<file path="src/rtl/rf_pkg.sv">
// rtl/rf_pkg.sv - register file constants and write-back request type shared by the scheduler and requesters
package rf_pkg;

  localparam int NREGS = 10;
  localparam int XLEN  = 32;
  localparam int AW    = 5;

  localparam int GNT_ALU = 0;
  localparam int GNT_MEM = 1;

  typedef struct packed {
    logic [AW-1:0]   rd;
    logic [XLEN-1:0] data;
  } wb_req_t;

  function automatic logic rd_in_range(input logic [AW-1:0] rd);
    return rd < AW'(NREGS);
  endfunction

endpackage

</file>
<file path="src/rtl/rf_wb_arb2.sv">
// rtl/rf_wb_arb2.sv - two-way write-back grant; WB_RR_EN selects round-robin, otherwise mem over alu
module rf_wb_arb2 import rf_pkg::*; (
`ifdef WB_RR_EN
  input  logic       clk,
  input  logic       reset,
`endif
  input  logic       alu_valid,
  input  logic       mem_valid,
  output logic [1:0] grant
);

`ifdef WB_RR_EN
  // pref_mem_q set means mem wins the next tie; reset favours the ALU.
  logic pref_mem_q, pref_mem_d;

  always_comb begin
    grant = 2'b00;
    if (alu_valid && mem_valid) begin
      grant[GNT_MEM] = pref_mem_q;
      grant[GNT_ALU] = !pref_mem_q;
    end else begin
      grant[GNT_MEM] = mem_valid;
      grant[GNT_ALU] = alu_valid;
    end
  end

  always_comb begin
    pref_mem_d = pref_mem_q;
    if (grant[GNT_ALU]) begin
      pref_mem_d = 1'b1;
    end else if (grant[GNT_MEM]) begin
      pref_mem_d = 1'b0;
    end
  end

  always_ff @(posedge clk or negedge reset) begin
    if (!reset) begin
      pref_mem_q <= 1'b0;
    end else begin
      pref_mem_q <= pref_mem_d;
    end
  end
`else
  always_comb begin
    grant          = 2'b00;
    grant[GNT_MEM] = mem_valid;
    grant[GNT_ALU] = alu_valid && !mem_valid;
  end
`endif

endmodule

</file>
<file path="src/rtl/rf_wb_sched.sv">
// rtl/rf_wb_sched.sv - register file write-back scheduler and busy scoreboard (WB_RR_EN: round-robin arbitration)
module rf_wb_sched import rf_pkg::*; (
  input  logic            clk,
  input  logic            reset,
  input  logic            alu_valid,
  input  logic [AW-1:0]   alu_rd,
  input  logic [XLEN-1:0] alu_data,
  output logic            alu_ready,
  input  logic            mem_valid,
  input  logic [AW-1:0]   mem_rd,
  input  logic [XLEN-1:0] mem_data,
  output logic            mem_ready,
  input  logic            issue_valid,
  input  logic [AW-1:0]   issue_rd,
  input  logic            issue_rd_en,
  output logic            issue_ready,
  input  logic [AW-1:0]   rs1,
  input  logic [AW-1:0]   rs2,
  output logic            rs1_busy,
  output logic            rs2_busy,
  output logic            rf_we,
  output logic [AW-1:0]   rf_waddr,
  output logic [XLEN-1:0] rf_wbdata,
  output logic            addr_err
);

  logic [1:0]       grant;
  wb_req_t          alu_req, mem_req, sel_req;
  logic             xfer;

  logic             rf_we_q, rf_we_d;
  logic [AW-1:0]    rf_waddr_q, rf_waddr_d;
  logic [XLEN-1:0]  rf_wbdata_q, rf_wbdata_d;
  logic             addr_err_q, addr_err_d;
  logic [NREGS-1:0] busy_q, busy_d;

  rf_wb_arb2 u_arb (
`ifdef WB_RR_EN
    .clk       (clk),
    .reset     (reset),
`endif
    .alu_valid (alu_valid),
    .mem_valid (mem_valid),
    .grant     (grant)
  );

  assign alu_req   = '{rd: alu_rd, data: alu_data};
  assign mem_req   = '{rd: mem_rd, data: mem_data};
  assign sel_req   = grant[GNT_MEM] ? mem_req : alu_req;
  assign xfer      = |grant;
  assign alu_ready = grant[GNT_ALU];
  assign mem_ready = grant[GNT_MEM];

  assign issue_ready = !(issue_rd_en && rd_in_range(issue_rd) && busy_q[issue_rd]);
  assign rs1_busy    = rd_in_range(rs1) && busy_q[rs1];
  assign rs2_busy    = rd_in_range(rs2) && busy_q[rs2];

  assign rf_we     = rf_we_q;
  assign rf_waddr  = rf_waddr_q;
  assign rf_wbdata = rf_wbdata_q;
  assign addr_err  = addr_err_q;

  // Out-of-range destinations are consumed but never reach the register file.
  always_comb begin
    rf_we_d     = xfer && rd_in_range(sel_req.rd);
    addr_err_d  = xfer && !rd_in_range(sel_req.rd);
    rf_waddr_d  = rf_waddr_q;
    rf_wbdata_d = rf_wbdata_q;
    if (rf_we_d) begin
      rf_waddr_d  = sel_req.rd;
      rf_wbdata_d = sel_req.data;
    end
  end

  // Clear before set so a new issue to the committing register keeps it busy.
  always_comb begin
    busy_d = busy_q;
    if (rf_we_q) begin
      busy_d[rf_waddr_q] = 1'b0;
    end
    if (issue_valid && issue_ready && issue_rd_en && rd_in_range(issue_rd)) begin
      busy_d[issue_rd] = 1'b1;
    end
  end

  always_ff @(posedge clk or negedge reset) begin
    if (!reset) begin
      rf_we_q     <= 1'b0;
      rf_waddr_q  <= '0;
      rf_wbdata_q <= '0;
      addr_err_q  <= 1'b0;
      busy_q      <= '0;
    end else begin
      rf_we_q     <= rf_we_d;
      rf_waddr_q  <= rf_waddr_d;
      rf_wbdata_q <= rf_wbdata_d;
      addr_err_q  <= addr_err_d;
      busy_q      <= busy_d;
    end
  end

endmodule

</file>
<file path="config.mk">
export PLATFORM = sky130hd
export DESIGN_NAME = rf_wb_sched
export DESIGN_NICKNAME = d
export VERILOG_FILES = /design/src/rtl/rf_pkg.sv /design/src/rtl/rf_wb_arb2.sv /design/src/rtl/rf_wb_sched.sv
export SDC_FILE = /design/constraint.sdc
export NUM_CORES = 1
export LEC_CHECK = 0
export ABC_AREA = 1
export CAP_MARGIN = 20
export CELL_PAD_IN_SITES_DETAIL_PLACEMENT = 0
export CELL_PAD_IN_SITES_GLOBAL_PLACEMENT = 1
export CORE_AREA = 8 8 107 109
export CTS_BUF_LIST = sky130_fd_sc_hd__clkbuf_2
export CTS_CLUSTER_SIZE = 16
export DETAILED_ROUTE_END_ITERATION = 8
export DIE_AREA = 0 0 115 117
export GPL_ROUTABILITY_DRIVEN = 0
export PLACE_DENSITY_LB_ADDON = 0.1
export SLEW_MARGIN = 15
export SYNTH_ARGS = -nofsm -noshare
export SYNTH_HDL_FRONTEND = slang
export SYNTH_HIERARCHICAL = 1
export SYNTH_SLANG_ARGS = --single-unit
</file>
<file path="constraint.sdc">
create_clock -name clk -period 1.2 [get_ports clk]
set_input_delay 0.24 -clock clk [delete_from_list [all_inputs] [get_ports clk]]
set_output_delay 0.24 -clock clk [all_outputs]
set_load 0.03 [all_outputs]
</file>
* Yosys cells after proc, flatten, opt, wreduce, memory -nomap -nowiden
Index checks and enable logic that the tools add are counted.
** Word-level totals
- Output and inout bits :: 44
- Flip-flop bits (word level) :: 49
- Bits of input ports :: 95
- Word-level logic and storage cells :: 47
** Cells by class
- $lt $le $gt $ge :: 10
- Reduce and logical (&&, ||, !) cells :: 16
- Bitwise logic cells :: 3
- Multiplexer cells :: 13
** Operators with widths (count)
- $mux 37 :: 1
- $lt 5x4->1 const B :: 4
- $lt 5x5->1 const B :: 4
- $mux 10 :: 2
- $bmux 1 s4 :: 3
- $logic_and 1x1->1 :: 12
- $and 10x10->10 :: 1
- $ge 5x1->1 const B :: 2
- $not 10->10 :: 1
- $or 10x10->10 :: 1
- $demux 1 s4 :: 2
- $mux 1 :: 5
- $logic_not 1->1 :: 3
- $reduce_or 2->1 :: 1

* Depth between registers and ports, before layout
Gate-level depths: netlist of the first run.
- Depth in word-level cells :: 9
- Gate-level depth with buffers :: 10
- Mapped depth without buffers :: 8

* Cells and area by module
The synthesis of the first run kept the hierarchy.
** By module, submodules not included
- rf_wb_sched :: cells each 324, area an instance 2852.7 sq um, sequential area each 1226.2 sq um, instances 1
- rf_wb_arb2 :: cells each 3, area an instance 17.5 sq um, sequential area each 0.0 sq um, instances 1

* Worst setup path before layout of the first run
Ideal clock, no wire load.
- Path kind :: in2reg
- Start :: in mem_valid
- End :: reg rf_wbdata_q[12] (netlist: rf_wbdata[12])
- Library setup time :: 122 ps
- Path slack :: -268 ps
- Stages on the path :: 7
- Arrival time :: 1347 ps
- Buffers on the path :: 3
- Data required time :: 1078 ps
- Cell sequence :: buf_4 buf_6 mux2i_1 nand3b_4 buf_6 nand2_1 o21ai_2
** Between the ends
- Cells in the longest elaborated chain, start to end :: 4
- Elaborated cells on any way between the ends :: 6
- Those cells by class :: 1 x order compare; 1 x mux; 4 x reduce/logical
** Ends and longest elaborated chain
- start: declaration :: line rf_wb_sched.sv:9 : input logic mem_valid,
- parallel branches: the longest is 4 deep, another holds $lt 5x4->1
- end signal: assignment :: line rf_wb_sched.sv:96 : rf_wbdata_q <= rf_wbdata_d;
- end: declaration :: line rf_wb_sched.sv:33 : logic [XLEN-1:0] rf_wbdata_q, rf_wbdata_d;
Parallel ways; which one is timed is not known.
A chain may end at the register's enable or synchronous reset.

* Worst setup path after layout of the first run
- Start :: reg busy_q[3]
- End :: out issue_ready
** Between the ends
- Cells in the longest elaborated chain, start to end :: 4
** Ends and longest elaborated chain
- start: declaration :: line rf_wb_sched.sv:35 : logic [NREGS-1:0] busy_q, busy_d;
- start signal: assignment :: line rf_wb_sched.sv:98 : busy_q <= busy_d;
- $bmux 1 s4 :: line rf_wb_sched.sv:54 : assign issue_ready = !(issue_rd_en && rd_in_range(issue_rd) && busy_q[issue_rd]);
- $mux 1 (implied by the code) :: line rf_wb_sched.sv:54
- $logic_and 1x1->1 :: line rf_wb_sched.sv:54
- $logic_not 1->1 :: line rf_wb_sched.sv:54
- end: declaration :: line rf_wb_sched.sv:16 : output logic issue_ready,
No other way between the ends. The select of a mux whose other input is x is not followed.

==> impl_metrics.toml, run 1 <==
[detailed_routing]
routedWlPerCell_um = 14.2
drt-pass1-iter-count = 4
drt-initial-drc-count = 125
drc = 0
drtAntennaViolNets = 0
vias_per_cell = 4.48
wirelength_mm = 9.30
num_vias = 2936

[final_layout]
num_antenna_cells = 0
nets = 614
drive_above_1_share_pct = 38.8
fin_area_mm2 = 0.00516
syn_to_final_growth_pct = 79.9

[synthesis]
syn_avg_cell_area_um2 = 8.78
synth_top_area_share_pct = 42.7
yosys.cell_count.top_type = "nand2_1"
synth_top_cell_by_area = "dfrtp_1"
synth_enable_flop_cells = 0
netlist_instances = 327
syn_area_mm2 = 0.00287
ys_async_sr_fraction_pct = 100
synth_common_cells = "nand2_1, dfrtp_1, o21ai_2, mux2i_1, nor2_1"
seq_area_frac_synth_pct = 42.7
synth_flop_cell = "dfrtp_1"
synth.distinct_cells = 29
synth_seq_cells = 49
yosys_warnings = 6
ys_top_cells_by_area = "dfrtp_1, mux2i_1, nand2_1"
synth.net_count = 422

[timing]
setup_tns_ns = -4.25
skew_ns = 0.0198
slew_violations = 0
finalCriticalPeriod_ns = 1.82
holdWs_ns = 0.253
finalSetupViolations = 51
setup_ws_ns = -0.625
rsz0062_at_grt = "yes"
slew_headroom_pct = 77.0
hold_viol = 0
timing.final.crit_share_pct = 152
worst_pin_slew_ns = 0.346
max_freq_mhz = 548

[global_route]
grt_usage_pct = 14.2
grt_pass1_wl_mm = 15.4
antenna_found_initial = 0
grt-ovfl-total = 0
grt_max_degree = 33
grt_pass1_vias = 3223

[power]
p_leak_nw = 2.41
powerDensity_mw_per_mm2 = 1300
p_seq_share_pct = 37.7
pwr-share-comb_pct = 52.3
ir_drop_v = 0.000644
design_power_total_mw = 6.71
clkPwrFrac_pct = 10.0
swShare_pct = 39.5
p_sw_mw = 2.65
p_int_mw = 4.06

[place]
detailed_place_hpwl_mm = 7.14
place_area_mm2 = 0.00457
port_buffers = 138

[floorplanning]
start_util_pct = 29.0
std_cell_rows = 37
pin_count = 139
core_mm2 = 0.00991
die_area_mm2 = 0.0135
die_h_um = 117
die_x_um = 115

[clock_network]
cts_tree = "done"
insertion_delay_ns = 0.41
clk_pin_slew_ns = 0.23
h-tree-depth = 2
clockBufferDepth = 2
cts_root_buf = "clkbuf_2"
cts_num_sinks = 49
cts_buffers = 5

[min_path]
hold_end = "addr_err"
min_path_type = "in2reg"
hp-start = "mem_valid"
hold_depth = 3

[status]
violations = "setup timing"
outcome = "finished with violations"

[flow_run]
maxCapViolations = 0

[critical_path]
crit_arrival_ns = 1.58
r2r_end = "busy_q[5]"
path_class = "reg2out"
endpoint_kind = "primary output"
required_ns = 0.96
rr_worst_depth = 8
start_kind = "flop"
timing.rr.start = "busy_q[3]"
crit_fanout = 2
reg2reg_setup_slack_ns = -0.09
-- sequential cells by signal, summed over array words and instances, names as in the netlist --
signal	cells
addr_err	1
busy_q	10
rf_waddr	5
rf_wbdata	32
rf_we	1
-- cell usage in the layout (no fill, tap or decap), drive strengths merged --
| cell | n |
|---|---|
| inv | 20 |
| buf | 108 |
| clkinv | 1 |
| dlygate4sd2 | 3 |
| or2 | 3 |
| o21bai | 2 |
| clkbuf | 8 |
| o221ai | 2 |
| nand3 | 12 |
| o31ai | 1 |
| mux2i | 34 |
| clkdlybuf4s15 | 1 |
| nand4 | 11 |
| dfrtp | 49 |
| nand2 | 88 |
| dlymetal6s2s | 2 |
| nand3b | 1 |
| a21o | 1 |
| nor2 | 20 |
| o211ai | 2 |
| o21ai | 49 |
| nor3 | 8 |
| dlygate4sd3 | 1 |
| a21oi | 7 |
| clkdlybuf4s50 | 86 |
-- repair_timing --
action                                  4_1_cts  5_1_grt
gates cloned                                  3        0
endpoints found under the setup margin       82       77
hold endpoints to repair                     49        0
resized for setup                            67       31
hold buffers                                  1        0
buffers inserted                             19        7
pin swaps                                    10       11
-- critical path: stages (launching register included) --
cell and delay [ns]:
dfrtp_1 0.46, nand2_1 0.09, nand2_1 0.06, nand2_1 0.07, nand2_2 0.06, a21oi_2 0.15, a21o_2 0.17, buf_12 0.12
-- how the worst max path moves through the flow --
stage                     start           to  slack [ns]  cells after the start
finish                busy_q[3]  issue_ready       -0.62                      7
global route          busy_q[3]  issue_ready       -0.75                      7
CTS                   busy_q[9]     rs1_busy       -0.66                      7
detailed placement  issue_rd[0]  issue_ready       -0.72                      9
global placement    issue_rd[0]  issue_ready       -0.67                      9
floorplan             mem_valid  rf_waddr[0]       -0.15                      9
-- metrics by stage --
stage / utilization [%] / setup slack (ns) / std cells
3_3_place_gp: 46.1 / -0.667 / 621
5_1_grt: 52.1 / -0.752 / 656
6_report: 52.1 / -0.625 / 656
3_5_place_dp: 46.1 / -0.719 / 621
2_1_floorplan: - / -0.154 / 327
4_1_cts: 51.0 / -0.662 / 652
-- power by group through the flow --
stage          combinational, mW  clock [mW]  sequential (mW)
3_3_place_gp                3.01           0             2.49
3_5_place_dp                3.01           0             2.49
4_1_cts                     3.47       0.711             2.51
5_1_grt                     3.80       0.779             2.59
6_report                    3.51       0.671             2.53
2_1_floorplan               1.03           0             2.96
-- layer usage --
layer	track usage [%]	wire [um]
met4	3.42	95
met1	15.9	3670
met5	0	0
met3	5.08	661
met2	25.3	4870
-- area by class of cell --
type / count / area, um2
sequential: 49 / 1240
fill: 1019 / 4740
multi-input combinational: 241 / 1560
inverter: 21 / 83.8
clock buffer: 8 / 40.0
timing repair buffer: 201 / 2070
tap: 136 / 170
-- cells by family (layout without fill, tap and decap cells) --
| group | after synthesis | in the layout | share of synthesized area, % |
|---|---|---|---|
| AO/OA/AOI/OAI | 64 | 64 | 16.5 |
| buffers and inverters | 37 | 230 | 7.37 |
| flip-flops | 49 | 49 | 42.7 |
| multiplexers | 34 | 34 | 11.9 |
| AND/OR/NAND/NOR | 143 | 143 | 21.5 |
Power figures use the tool's default switching activity.
==> inputs of run 2 (changes only) <==
Settings changed: CAP_MARGIN 20 to 5, CORE_AREA 8 8 107 109 to 3 3 102 104, DIE_AREA 0 0 115 117 to 0 0 105 107, PLACE_DENSITY from default to 0.78, PLACE_DENSITY_LB_ADDON 0.1 to default.
==> run 2 against run 1 <==
The run still ends with setup timing left. Sequential power about the same. Cell area up 2.6%. Register-to-register slack worse by 0.10 ns. Power up 5.6%. Global-route usage up 2.0 points. Clock-buffer cell count down 3. Worst hold slack better by 0.015 ns. Setup slack worse by 0.041 ns. Maximum frequency down 2.2%. Largest power group unchanged. Highest routed layer unchanged.
==> impl_metrics.toml, run 2 (same netlist as run 1, synthesis figures left out) <==
[timing]
finalSetupViolations = 52
setup_ws_ns = -0.666
worst_pin_slew_ns = 0.331
rsz0062_at_grt = "yes"
holdWs_ns = 0.268
slew_violations = 0
skew_ns = 0.0170
slew_headroom_pct = 77.9
max_freq_mhz = 536
setup_tns_ns = -5.85
finalCriticalPeriod_ns = 1.87
hold_viol = 0
timing.final.crit_share_pct = 155

[power]
powerDensity_mw_per_mm2 = 1340
clkPwrFrac_pct = 12.8
pwr-share-comb_pct = 51.7
p_seq_share_pct = 35.5
ir_drop_v = 0.000783
design_power_total_mw = 7.09
p_int_mw = 4.37
swShare_pct = 38.4
p_leak_nw = 2.48
p_sw_mw = 2.72

[floorplanning]
die_x_um = 105
pin_count = 139
start_util_pct = 29.8
die_area_mm2 = 0.0112
die_h_um = 107
core_mm2 = 0.00964
std_cell_rows = 36

[detailed_routing]
drt-initial-drc-count = 75
routedWlPerCell_um = 13.9
vias_per_cell = 4.54
drc = 0
wirelength_mm = 9.30
num_vias = 3045
drt-pass1-iter-count = 4
drtAntennaViolNets = 0

[global_route]
grt_pass1_vias = 3110
grt_max_degree = 50
grt_pass1_wl_mm = 15.0
antenna_found_initial = 0
grt_usage_pct = 16.2
grt-ovfl-total = 0

[place]
place_area_mm2 = 0.00460
dp_slack_ns = -0.684
port_buffers = 138
placed_cells = 625
detailed_place_hpwl_mm = 6.65

[final_layout]
largest_reg_flops = 32
layout_common_cells = "clkdlybuf4s50_1, nand2_1, buf_4"
fin_area_mm2 = 0.00530
stdcell_count = 671
layout_commonest_cell = "clkdlybuf4s50_1"
drive_above_1_share_pct = 38.8
syn_to_final_growth_pct = 84.6
num_antenna_cells = 0
nets = 632
fin_util_pct = 55.0

[critical_path]
endpoint_kind = "primary output"
required_ns = 0.96
path_cells = "nand3_1, a21oi_2, a21oi_2, a21o_2, buf_12"
path_class = "reg2out"
cpMostUsedCell = "a21oi_2"
slowest_delay_ns = 0.49
start_kind = "flop"
crit_fanout = 3
crit_arrival_ns = 1.63
crit_slowest_cell = "dfrtp_1"

[clock_network]
h-tree-depth = 2
clockBufferDepth = 2
cts_root_buf = "clkbuf_2"
insertion_delay_ns = 0.43
cts_buffers = 5
clk_pin_slew_ns = 0.27
cts_num_sinks = 49
cts_tree = "done"

[status]
outcome = "finished with violations"
violations = "setup timing"

[min_path]
min_path_type = "in2async"

[flow_run]
maxCapViolations = 0
==> run 2: cell types whose count changed in the layout (fill, tap and decap cells not counted), sizes merged <==
cell / change
dlymetal6s2s: -2
buf: +17
clkinvlp: +1
dlygate4sd2: +2
clkinv: +1
bufinv: +1
clkbuf: -2
==> run 2: power groups by stage <==
stage	Sequential, mW	Clock, mW	Combinational, mW
after floorplan	2.96	0	1.03
after global placement	2.50	0	2.99
after detailed placement	2.50	0	3.02
after CTS	2.50	0.939	3.61
after global routing	2.57	1.00	3.97
final	2.52	0.906	3.66
==> run 2: timing repair <==
| action | in CTS | in global routing |
|---|---|---|
| resized for setup | 78 | 15 |
| hold buffers | 1 | 0 |
| endpoints found under the setup margin | 87 | 84 |
| endpoints found under the hold margin | 49 | 0 |
| pin swaps | 17 | 9 |
| cloned | 5 | 1 |
| buffers inserted | 23 | 12 |
==> run 2: metal layers <==
metal	up-vias	track usage, %	wire, um
met1	1401	20.1	3890
met2	111	27.9	4600
met5	-	0	0
met4	0	3.37	90
li1	1524	-	-
met3	9	5.00	717
==> run 2: final timing paths <==
path	from	endpoint	slack (ns)	cells past startpoint
hold reg to reg	rf_wbdata[26]	rf_wbdata[26]	0.54	2
setup reg to reg	busy_q[1]	busy_q[4]	-0.19	9
max in group asynchronous	reset	rf_waddr[3]	0.68	3
hold / removal	reset	rf_wbdata[1]	0.27	3
setup / recovery	busy_q[9]	issue_ready	-0.67	5
min in group clk	mem_valid	rf_wbdata[29]	0.36	4
==> run 2: final cells by class <==
class | count | area (um2)
Fill cell | 904 | 4340
Timing Repair Buffer | 219 | 2220
Multi-Input combinational cell | 241 | 1520
Sequential cell | 49 | 1230
Tap cell | 133 | 166
Inverter | 21 | 83.8
Clock inverter | 3 | 46.3
Clock buffer | 5 | 25.0
==> run 2: critical path, delay by kind of cell (launching register included) <==
family / cells / cell delay, ns
AO/OA/AOI/OAI: 3 / 0.47
buffers and inverters: 1 / 0.14
AND/OR/NAND/NOR: 1 / 0.12
flip-flops: 1 / 0.49
==> inputs of run 3 (changes only) <==
Settings changed: CAP_MARGIN 5 to 10.
==> results of run 3 <==
Same layout as run 2: the final DEF is identical, and so are final timing and power.
